==> src/rtl/mem_arbiter_pkg.sv <==
// mem_arbiter_pkg: shared state encodings and default block geometry for the memory arbiter
package mem_arbiter_pkg;
   typedef enum logic [2:0] {DRAIN, IDLE, I_FILL, D_FILL, D_WRITE} state_t;
   localparam int WORDS_DEF   = 8;
   localparam int MEM_LAT_DEF = 4;
   // counters need one extra bit so "all WORDS issued" is representable without wrapping
   function automatic int cnt_w(input int words);
      return $clog2(words) + 1;
   endfunction
endpackage

==> src/rtl/mem_arbiter_blk_counter.sv <==
// blk_counter: clearable up-counter with a terminal-value flag
module blk_counter #(
   parameter int W = 4
) (
   input  logic         clk,
   input  logic         rst_n,
   input  logic         en,
   input  logic         clr,
   input  logic [W-1:0] lim,
   output logic [W-1:0] cnt,
   output logic         last
);
   // clear wins over enable so a transaction ending on a count edge leaves zero behind
   always_ff @(posedge clk or negedge rst_n) begin
      if (!rst_n) cnt <= '0;
      else if (clr) cnt <= '0;
      else if (en) cnt <= cnt + 1'b1;
   end
   assign last = cnt == lim;
endmodule

==> src/rtl/mem_arbiter.sv <==
// mem_arbiter: round-robin arbitration of I/D cache misses onto one fixed-latency memory port
module mem_arbiter
   import mem_arbiter_pkg::*;
#(
   parameter int ADDR_W  = 16,
   parameter int DATA_W  = 16,
   parameter int WORDS   = WORDS_DEF,
   parameter int MEM_LAT = MEM_LAT_DEF
) (
   input  logic                     clk,
   input  logic                     rst_n,
   input  logic                     i_req,
   input  logic [ADDR_W-1:0]        i_addr,
   output logic                     i_fill_vld,
   output logic [DATA_W-1:0]        i_fill_data,
   output logic [$clog2(WORDS)-1:0] i_fill_word,
   output logic                     i_done,
   output logic                     i_fsm_busy,
   input  logic                     d_req,
   input  logic                     d_wr,
   input  logic [ADDR_W-1:0]        d_addr,
   input  logic [DATA_W-1:0]        d_wdata,
   output logic                     d_fill_vld,
   output logic [DATA_W-1:0]        d_fill_data,
   output logic [$clog2(WORDS)-1:0] d_fill_word,
   output logic                     d_done,
   output logic                     d_fsm_busy,
   output logic                     mem_en,
   output logic                     mem_wr,
   output logic [ADDR_W-1:0]        mem_addr,
   output logic [DATA_W-1:0]        mem_wdata,
   input  logic [DATA_W-1:0]        mem_rdata,
   input  logic                     mem_rvld
);
   localparam int WB = $clog2(WORDS);
   localparam int CW = cnt_w(WORDS);
   localparam logic [ADDR_W-1:0] BLK_MASK = ADDR_W'(WORDS * 2 - 1);

   state_t            state, next;
   logic              last_d;
   logic [ADDR_W-1:0] addr_q;
   logic [DATA_W-1:0] wdata_q;
   logic [CW-1:0]     issue_cnt, recv_cnt;
   logic              issue_last, recv_last;
   logic              fill, issue_act, issue_en, recv_en, done_fill, cnt_clr, grant_d, grant_i;

   assign fill      = state == I_FILL || state == D_FILL;
   assign issue_act = ~issue_cnt[CW-1];
   assign issue_en  = state == DRAIN || (fill && issue_act);
   assign recv_en   = fill && mem_rvld && ~recv_cnt[CW-1];
   assign done_fill = recv_en && recv_last;
   assign cnt_clr   = next == IDLE;
   assign grant_d   = state == IDLE && d_req && (!i_req || !last_d);
   assign grant_i   = state == IDLE && i_req && !grant_d;

   // the issue counter doubles as the post-reset drain timer
   blk_counter #(.W(CW)) u_issue (
      .clk(clk), .rst_n(rst_n), .en(issue_en), .clr(cnt_clr),
      .lim(state == DRAIN ? CW'(MEM_LAT - 1) : CW'(WORDS - 1)),
      .cnt(issue_cnt), .last(issue_last)
   );

   blk_counter #(.W(CW)) u_recv (
      .clk(clk), .rst_n(rst_n), .en(recv_en), .clr(cnt_clr),
      .lim(CW'(WORDS - 1)), .cnt(recv_cnt), .last(recv_last)
   );

   // state register plus grant-time capture of address, data and round-robin history
   always_ff @(posedge clk or negedge rst_n) begin
      if (!rst_n) begin
         state   <= DRAIN;
         last_d  <= 1'b0;
         addr_q  <= '0;
         wdata_q <= '0;
      end else begin
         state <= next;
         if (grant_d || grant_i) begin
            last_d <= grant_d;
            addr_q <= grant_i ? i_addr & ~BLK_MASK : d_wr ? d_addr & ~ADDR_W'(1) : d_addr & ~BLK_MASK;
         end
         if (grant_d && d_wr) wdata_q <= d_wdata;
      end
   end

   // next-state selection and all per-state outputs; anything not active in a state stays 0
   always_comb begin
      next = state;
      case (state)
         DRAIN:          next = issue_last ? IDLE : DRAIN;
         IDLE:           next = grant_d ? (d_wr ? D_WRITE : D_FILL) : grant_i ? I_FILL : IDLE;
         I_FILL, D_FILL: next = done_fill ? IDLE : state;
         default:        next = IDLE;
      endcase
      mem_en      = (fill && issue_act) || state == D_WRITE;
      mem_wr      = state == D_WRITE;
      mem_addr    = !mem_en ? '0 : mem_wr ? addr_q : addr_q + ADDR_W'({issue_cnt, 1'b0});
      mem_wdata   = mem_wr ? wdata_q : '0;
      i_fill_vld  = recv_en && state == I_FILL;
      i_fill_data = i_fill_vld ? mem_rdata : '0;
      i_fill_word = i_fill_vld ? recv_cnt[WB-1:0] : '0;
      i_done      = i_fill_vld && recv_last;
      d_fill_vld  = recv_en && state == D_FILL;
      d_fill_data = d_fill_vld ? mem_rdata : '0;
      d_fill_word = d_fill_vld ? recv_cnt[WB-1:0] : '0;
      d_done      = (d_fill_vld && recv_last) || state == D_WRITE;
   end

   assign i_fsm_busy = rst_n && i_req && !i_done;
   assign d_fsm_busy = rst_n && d_req && !d_done;
endmodule

==> config.mk <==
export PLATFORM = sky130hd
export DESIGN_NAME = mem_arbiter
export DESIGN_NICKNAME = d
export VERILOG_FILES = /design/src/rtl/mem_arbiter_pkg.sv /design/src/rtl/mem_arbiter_blk_counter.sv /design/src/rtl/mem_arbiter.sv
export SDC_FILE = /design/constraint.sdc
export NUM_CORES = 1
export LEC_CHECK = 0
export CORE_MARGIN = 4
export CORE_UTILIZATION = 40
export DETAILED_ROUTE_END_ITERATION = 12
export PLACE_DENSITY = 0.82
export SLEW_MARGIN = 20
export SYNTH_ARGS = -nofsm -noshare
export SYNTH_HDL_FRONTEND = slang
export SYNTH_SLANG_ARGS = --single-unit
==> constraint.sdc <==
create_clock -name clk -period 2.6 [get_ports clk]
set_input_delay 0.39 -clock clk [delete_from_list [all_inputs] [get_ports clk]]
set_output_delay 0.39 -clock clk [all_outputs]
set_load 0.1 [all_outputs]
==> results of run 1 <==
kinds of logic (layout without fill, tap and decap cells):
family	count (synthesis)	after routing	synth area share (%)
AO/OA/AOI/OAI	56	58	14.7
XOR/XNOR	6	6	1.89
adder cells (fa/ha/maj)	7	7	3.41
buffers and inverters	42	228	6.55
flip-flops	43	43	38.6
multiplexers	19	19	7.54
other	1	1	0.135
AND/OR/NAND/NOR	128	129	27.2
final cells by class:
| class | instances | share of cell area (%) |
|---|---|---|
| Clock buffer | 6 | 1.17 |
| Clock inverter | 2 | 0.967 |
| Inverter | 22 | 1.47 |
| Multi-Input combinational cell | 220 | 33.8 |
| Sequential cell | 43 | 17.4 |
| Tap cell | 96 | 1.93 |
| Timing Repair Buffer | 198 | 43.3 |
worst reg2reg max path, stage by stage, from the launching register on:
cell	delay (ns)
dfrtp_1	0.38
buf_4	0.11
buf_4	0.09
buf_4	0.27
nor3b_1	0.54
o21ai_1	0.20
buf_4	0.23
a222oi_1	0.48
inv_1	0.15
routing by layer:
layer | vias to the layer above | share of wire (%) | GRT usage [%]
met5 | - | 0 | 0
li1 | 1465 | - | -
met2 | 279 | 51 | 59.3
met3 | 102 | 7.8 | 6.13
met4 | 0 | 6.9 | 14.8
met1 | 1753 | 34 | 34.8
power breakdown:
part	switching [mW]	internal, mW	leakage (nW)
logic	4.07	2.62	2.09
registers	0.361	0.985	0.526
clock network	0.262	0.385	0.0654
total	4.69	3.99	2.68
registers in the layout (all words and copies together) (netlist names):
name	cells
wdata_q	16
u_issue.cnt	4
last_d	1
state	3
u_recv.cnt	4
addr_q	15
layout by cell type (no fill, tap or decap), drive strengths merged, types with 7 or more instances in the layout:
cell type      instances
buf                  135
clkdlybuf4s50         63
and2                  37
a222oi                12
a21oi                 16
dfrtp                 43
or4                    7
nand2                 16
nor3                  10
inv                   21
o31ai                  7
nor2                  10
mux2                  16
and3                  22
what timing repair did:
item,in CTS,in global routing
endpoints found under the hold margin,0,0
gates resized for setup,29,56
setup endpoints to repair,12,48
cloned,3,0
setup buffers,19,20
pin swaps,13,31
worst max path at each step:
stage	endpoint	depth (start not counted)
global placement	mem_addr[15]	8
global route	mem_addr[9]	8
floorplan	mem_addr[14]	8
finish	mem_addr[9]	8
CTS	mem_addr[15]	8
detailed placement	mem_addr[6]	6
==> results.ini, run 1 <==
[floorplanning]
core_sq_um=6790
row_count=30
die_w_microns=91.5
dieArea_sq_um=8370
ios=148
die_h_microns=91.5
start_util_pct=41.0

[global_route]
first_global_vias=3627
grt-ovfl-total=0
grt_max_degree=44
antenna_found_initial=0
grt.total_usage_pct=32.1
grt_pass1_wl_microns=20900

[finish]
seq_area_sq_um=1080
diodes=0
fin_nets=567
design_area_sq_um=6210
fin_cells=587
multi_input_area_sq_um=2100
final_util_pct=91.4
drive_gt1_share_pct=52.3
synthToLayoutAreaGrowth_pct=123
fillCellCount=225

[logic_synthesis]
syn_inst=302
synth.largest_area_cell=dfrtp_1
ys_warn_count=0
synth_area_sq_um=2790
synth_area_leaders=dfrtp_1 39%, and2_1 8.3%, mux2_2 6.5%, and3_1 4.9%, a222oi_1 4.3%
synth_nets=379
synth_top_area_share_pct=38.6
synth-seq-cells=43
avgSynthCellArea_sq_um=9.23
synth.distinct_cells=49
yosysSeqAreaShare_pct=38.6
synth_commonest_cells=43 x dfrtp_1, 37 x and2_1, 22 x and3_1
post-synth-top-count-cell=dfrtp_1
synth_enable_flop_cells=0
synth_ff_type=dfrtp_1
async_flop_share_pct=100

[worst_setup_path]
reg2reg_to=addr_q[11]
crit_path_max_fanout=5
cp_top_family=simple AND/OR/NAND/NOR gates
path_buf_inv=2
crit_slowest_cell=dfrtp_1
reg2reg_depth=8
crit_start=addr_q[1]
crit_arrival_ns=2.50
end_kind=output pin
critPathLaunchType=flop
critPathMaxStageDelay_ns=0.44
r2r-start=state[0]
crit_required_ns=2.21
critPathKind=reg2out
crit_chain=ha_4, inv_2, fa_2, nand2b_4, a21o_4, or4_4, a21oi_4, buf_12
rrSetupSlack_ns=-0.01

[routing]
vias=3599
drcViolationCount=0
routedWlPerCell_microns=26.9
wirelength_microns=15800
ant_nets=0
drt_iter0_drc=388
drt-pass1-iter-count=6
viasPerCell=6.13

[run_status]
violations=setup timing
outcome=finished with violations

[pwr]
power_mw=8.68
power.leakage_nw=2.68
ir_drop_mv=1.14
power_density_nw_per_um2=1400

[clock_network]
cts_buffers=5
cts_buffer_depth=2
cts_max_level=2
ctsHoldBuffers=0
root_buffer=clkbuf_8
cts_tree=built
clk_pin_slew_ns=0.11
clkLatencyLatePin_ns=0.31
clock_sinks=43

[sta]
drv_slew=0
final-hold-violation-count=0
slew_headroom_pct=53.4
timing.fmax_ghz=0.346
setup_violations=16
period_share_pct=111
tns_ns=-1.81
skew_ns=0.0201
timing.hold.ws_ns=0.273
timing.final.ws_setup_ns=-0.287
tightest_slew_ns=0.699
rsz0062_at_grt=true
fin_crit_ns=2.89

[placed_design]
dp.cells=540
dp_hpwl_microns=8180
dp_slack_ns=-0.0517
gp_congestion=0.827
port_buffers=141
placed_cell_area_sq_um=5440

[hold_path]
holdCritPathClass=in2async

[run]
drv_cap=0

Note: power is estimated with default switching activity, not from simulation.
==> run 2: changes to the inputs <==
- CORE_UTILIZATION: 40 -> 60
- DONT_BUFFER_PORTS: default -> 1
- GPL_ROUTABILITY_DRIVEN: default -> 1
- PLACE_DENSITY: 0.82 -> 0.76
==> results.ini, run 2 <==
[floorplanning]
die_h_microns=76.2
start_util_pct=63.2
row_count=24
ios=148
die_w_microns=76.2

[run_status]
error_line=[ERROR DPL-0038] Utilization greater than 100%, impossible to legalize
stop_stage=detailed placement (3_5_place_dp)
outcome=did not finish

[logic_synthesis]
ys_warn_count=0
synth_nets=379
synth_ff_type=dfrtp_1
synth_area_sq_um=2790
synth_area_leaders=dfrtp_1 39%, and2_1 8.3%, mux2_2 6.5%, and3_1 4.9%, a222oi_1 4.3%
synth.distinct_cells=49
synth-seq-cells=43
yosysSeqAreaShare_pct=38.6
avgSynthCellArea_sq_um=9.23
post-synth-top-count-cell=dfrtp_1
synth_top_area_share_pct=38.6
synth_enable_flop_cells=0
synth.largest_area_cell=dfrtp_1
async_flop_share_pct=100
syn_inst=302
synth_commonest_cells=43 x dfrtp_1, 37 x and2_1, 22 x and3_1

[placed_design]
gp_congestion=0.918
port_buffers=0

run 2: cell counts after synthesis:
Identical to the previous run, type by type.
run 2: cells by family after synthesis:
group / synth area share [%]
compound gates: 14.7
xor+xnor: 1.89
fa+ha+maj: 3.41
buf+inv: 6.55
flops: 38.6
mux: 7.54
other cells: 0.135
simple gates: 27.2
run 2: through the flow:
stage / TNS [ns] / hold WS [ns]
2_1_floorplan: -1.09 / 0.0944
3_3_place_gp: 0 / 0.0966
==> run 3: changes to the inputs <==
- CORE_UTILIZATION: 60 -> 40
- PLACE_DENSITY: 0.76 -> default
- PLACE_DENSITY_LB_ADDON: default -> 0.15
==> results.ini, run 3 (synthesis gave the netlist of run 1 again) <==
[clock_network]
clk_pin_slew_ns=0.08
cts_tree=built
clkLatencyLatePin_ns=0.30
root_buffer=clkbuf_8
clock_sinks=43
cts_buffer_depth=2
cts_max_level=2
cts_buffers=5

[sta]
skew_ns=0.00576
tightest_slew_ns=0.636
timing.final.ws_setup_ns=-0.233
period_share_pct=109
setup_violations=9
tns_ns=-1.39
slew_headroom_pct=57.6
final-hold-violation-count=0
fin_crit_ns=2.83
drv_slew=0
timing.fmax_ghz=0.353
rsz0062_at_grt=true

[routing]
routedWlPerCell_microns=20.1
wirelength_microns=10200
vias=2821
drt-pass1-iter-count=4
viasPerCell=5.54
drt_iter0_drc=197
ant_nets=0
drcViolationCount=0

[floorplanning]
core_sq_um=6790
die_w_microns=91.5
ios=148
dieArea_sq_um=8370
start_util_pct=41.0
die_h_microns=91.5
row_count=30

[finish]
fin_cells=509
max_flop_register=wdata_q
final_cell_mix=72 x buf_12, 42 x buf_4, 38 x dfrtp_1
final_common_cell=buf_12
fillCellCount=418
reg_top3=wdata_q: 16 flops, addr_q: 15 flops
drive_gt1_share_pct=53.0
design_area_sq_um=5170
diodes=0
largest_reg_flops=16
fin_nets=489
synthToLayoutAreaGrowth_pct=85.6

[worst_setup_path]
critPathMaxStageDelay_ns=0.44
crit_start=addr_q[1]
cp.depth=8
crit_slowest_cell=or4_4
crit_required_ns=2.21
crit_end=mem_addr[7]
critPathKind=reg2out
reg2reg_to=u_recv.cnt[0]
rrSetupSlack_ns=0.35
r2r-start=state[2]
crit_chain=ha_2, inv_2, fa_2, nand2b_4, a21o_4, or4_4, a21oi_4, buf_12
reg2reg_depth=7
path_buf_inv=2
cp_top_family=simple AND/OR/NAND/NOR gates
critPathLaunchType=flop
crit_arrival_ns=2.44
end_kind=output pin
crit_path_max_fanout=5

[placed_design]
placed_cell_area_sq_um=4670
gp_congestion=0.816
port_buffers=0
dp_hpwl_microns=7070
dp.cells=472
dp_slack_ns=0.0408

[run]
drv_cap=0

[pwr]
power_density_nw_per_um2=1460
power.leakage_nw=2.30
ir_drop_mv=0.999
power_mw=7.55

[global_route]
first_global_vias=2914
grt_max_degree=44
grt_pass1_wl_microns=15800
grt-ovfl-total=0
antenna_found_initial=0
grt.total_usage_pct=23.5

[run_status]
outcome=finished with violations
violations=setup timing

[hold_path]
holdCritPathClass=in2reg

[run 3: stage by stage]
| stage | utilization, % | hold WS (ns) |
|---|---|---|
| 2_1_floorplan | - | 0.0944 |
| 3_3_place_gp | 68.7 | 0.0957 |
| 3_5_place_dp | 68.7 | 0.0958 |
| 4_1_cts | 73.8 | 0.175 |
| 5_1_grt | 76.2 | 0.174 |
| 6_report | 76.2 | 0.178 |
[run 3: layout make-up]
class | instances | area, sq um | share of cell area, %
clock buffers | 6 | 82.6 | 1.60
clock inverters | 2 | 35.0 | 0.677
multi-input cells | 219 | 1910 | 37.0
flip-flops and latches | 43 | 1080 | 20.9
repair buffers | 121 | 1850 | 35.8
well taps | 96 | 120 | 2.32
inverters | 22 | 91.3 | 1.77
[run 3: how the worst min path moves through the flow]
stage,startpoint,to,cells after the start
2_1_floorplan,rst_n,addr_q[10],0
3_3_place_gp,rst_n,wdata_q[12],0
3_5_place_dp,rst_n,wdata_q[12],0
4_1_cts,i_req,last_d,1
5_1_grt,i_req,last_d,1
6_report,i_req,last_d,1
[run 3: timing repair]
item | 4_1_cts | 5_1_grt
hold buffers | 2 | 0
gates resized for setup | 24 | 12
endpoints found under the setup margin | 16 | 12
gates cloned | 2 | 0
pin swaps | 7 | 15
setup buffers | 10 | 17
hold endpoints to repair | 43 | 0
[run 3: worst reg2reg max path, stage by stage, from the launching register on]
cell and delay [ns]:
dfrtp_1 0.42, buf_6 0.15, nor4bb_4 0.40, buf_4 0.21, a311oi_1 0.11, nor3_1 0.52
buf_4 0.23, nor3_1 0.05
[run 3: where the power goes]
group,internal [mW],total (mW),switching [mW]
Combinational,2.15,5.72,3.57
Sequential,0.984,1.28,0.293
Clock,0.311,0.554,0.243
[run 3: metal layers]
metal	vias up	track usage [%]	part of all wire [%]
met5	-	0	0
met4	0	7.29	2.3
met3	25	4.23	4.9
met2	96	44.4	57
met1	1386	26.4	36
li1	1314	-	-
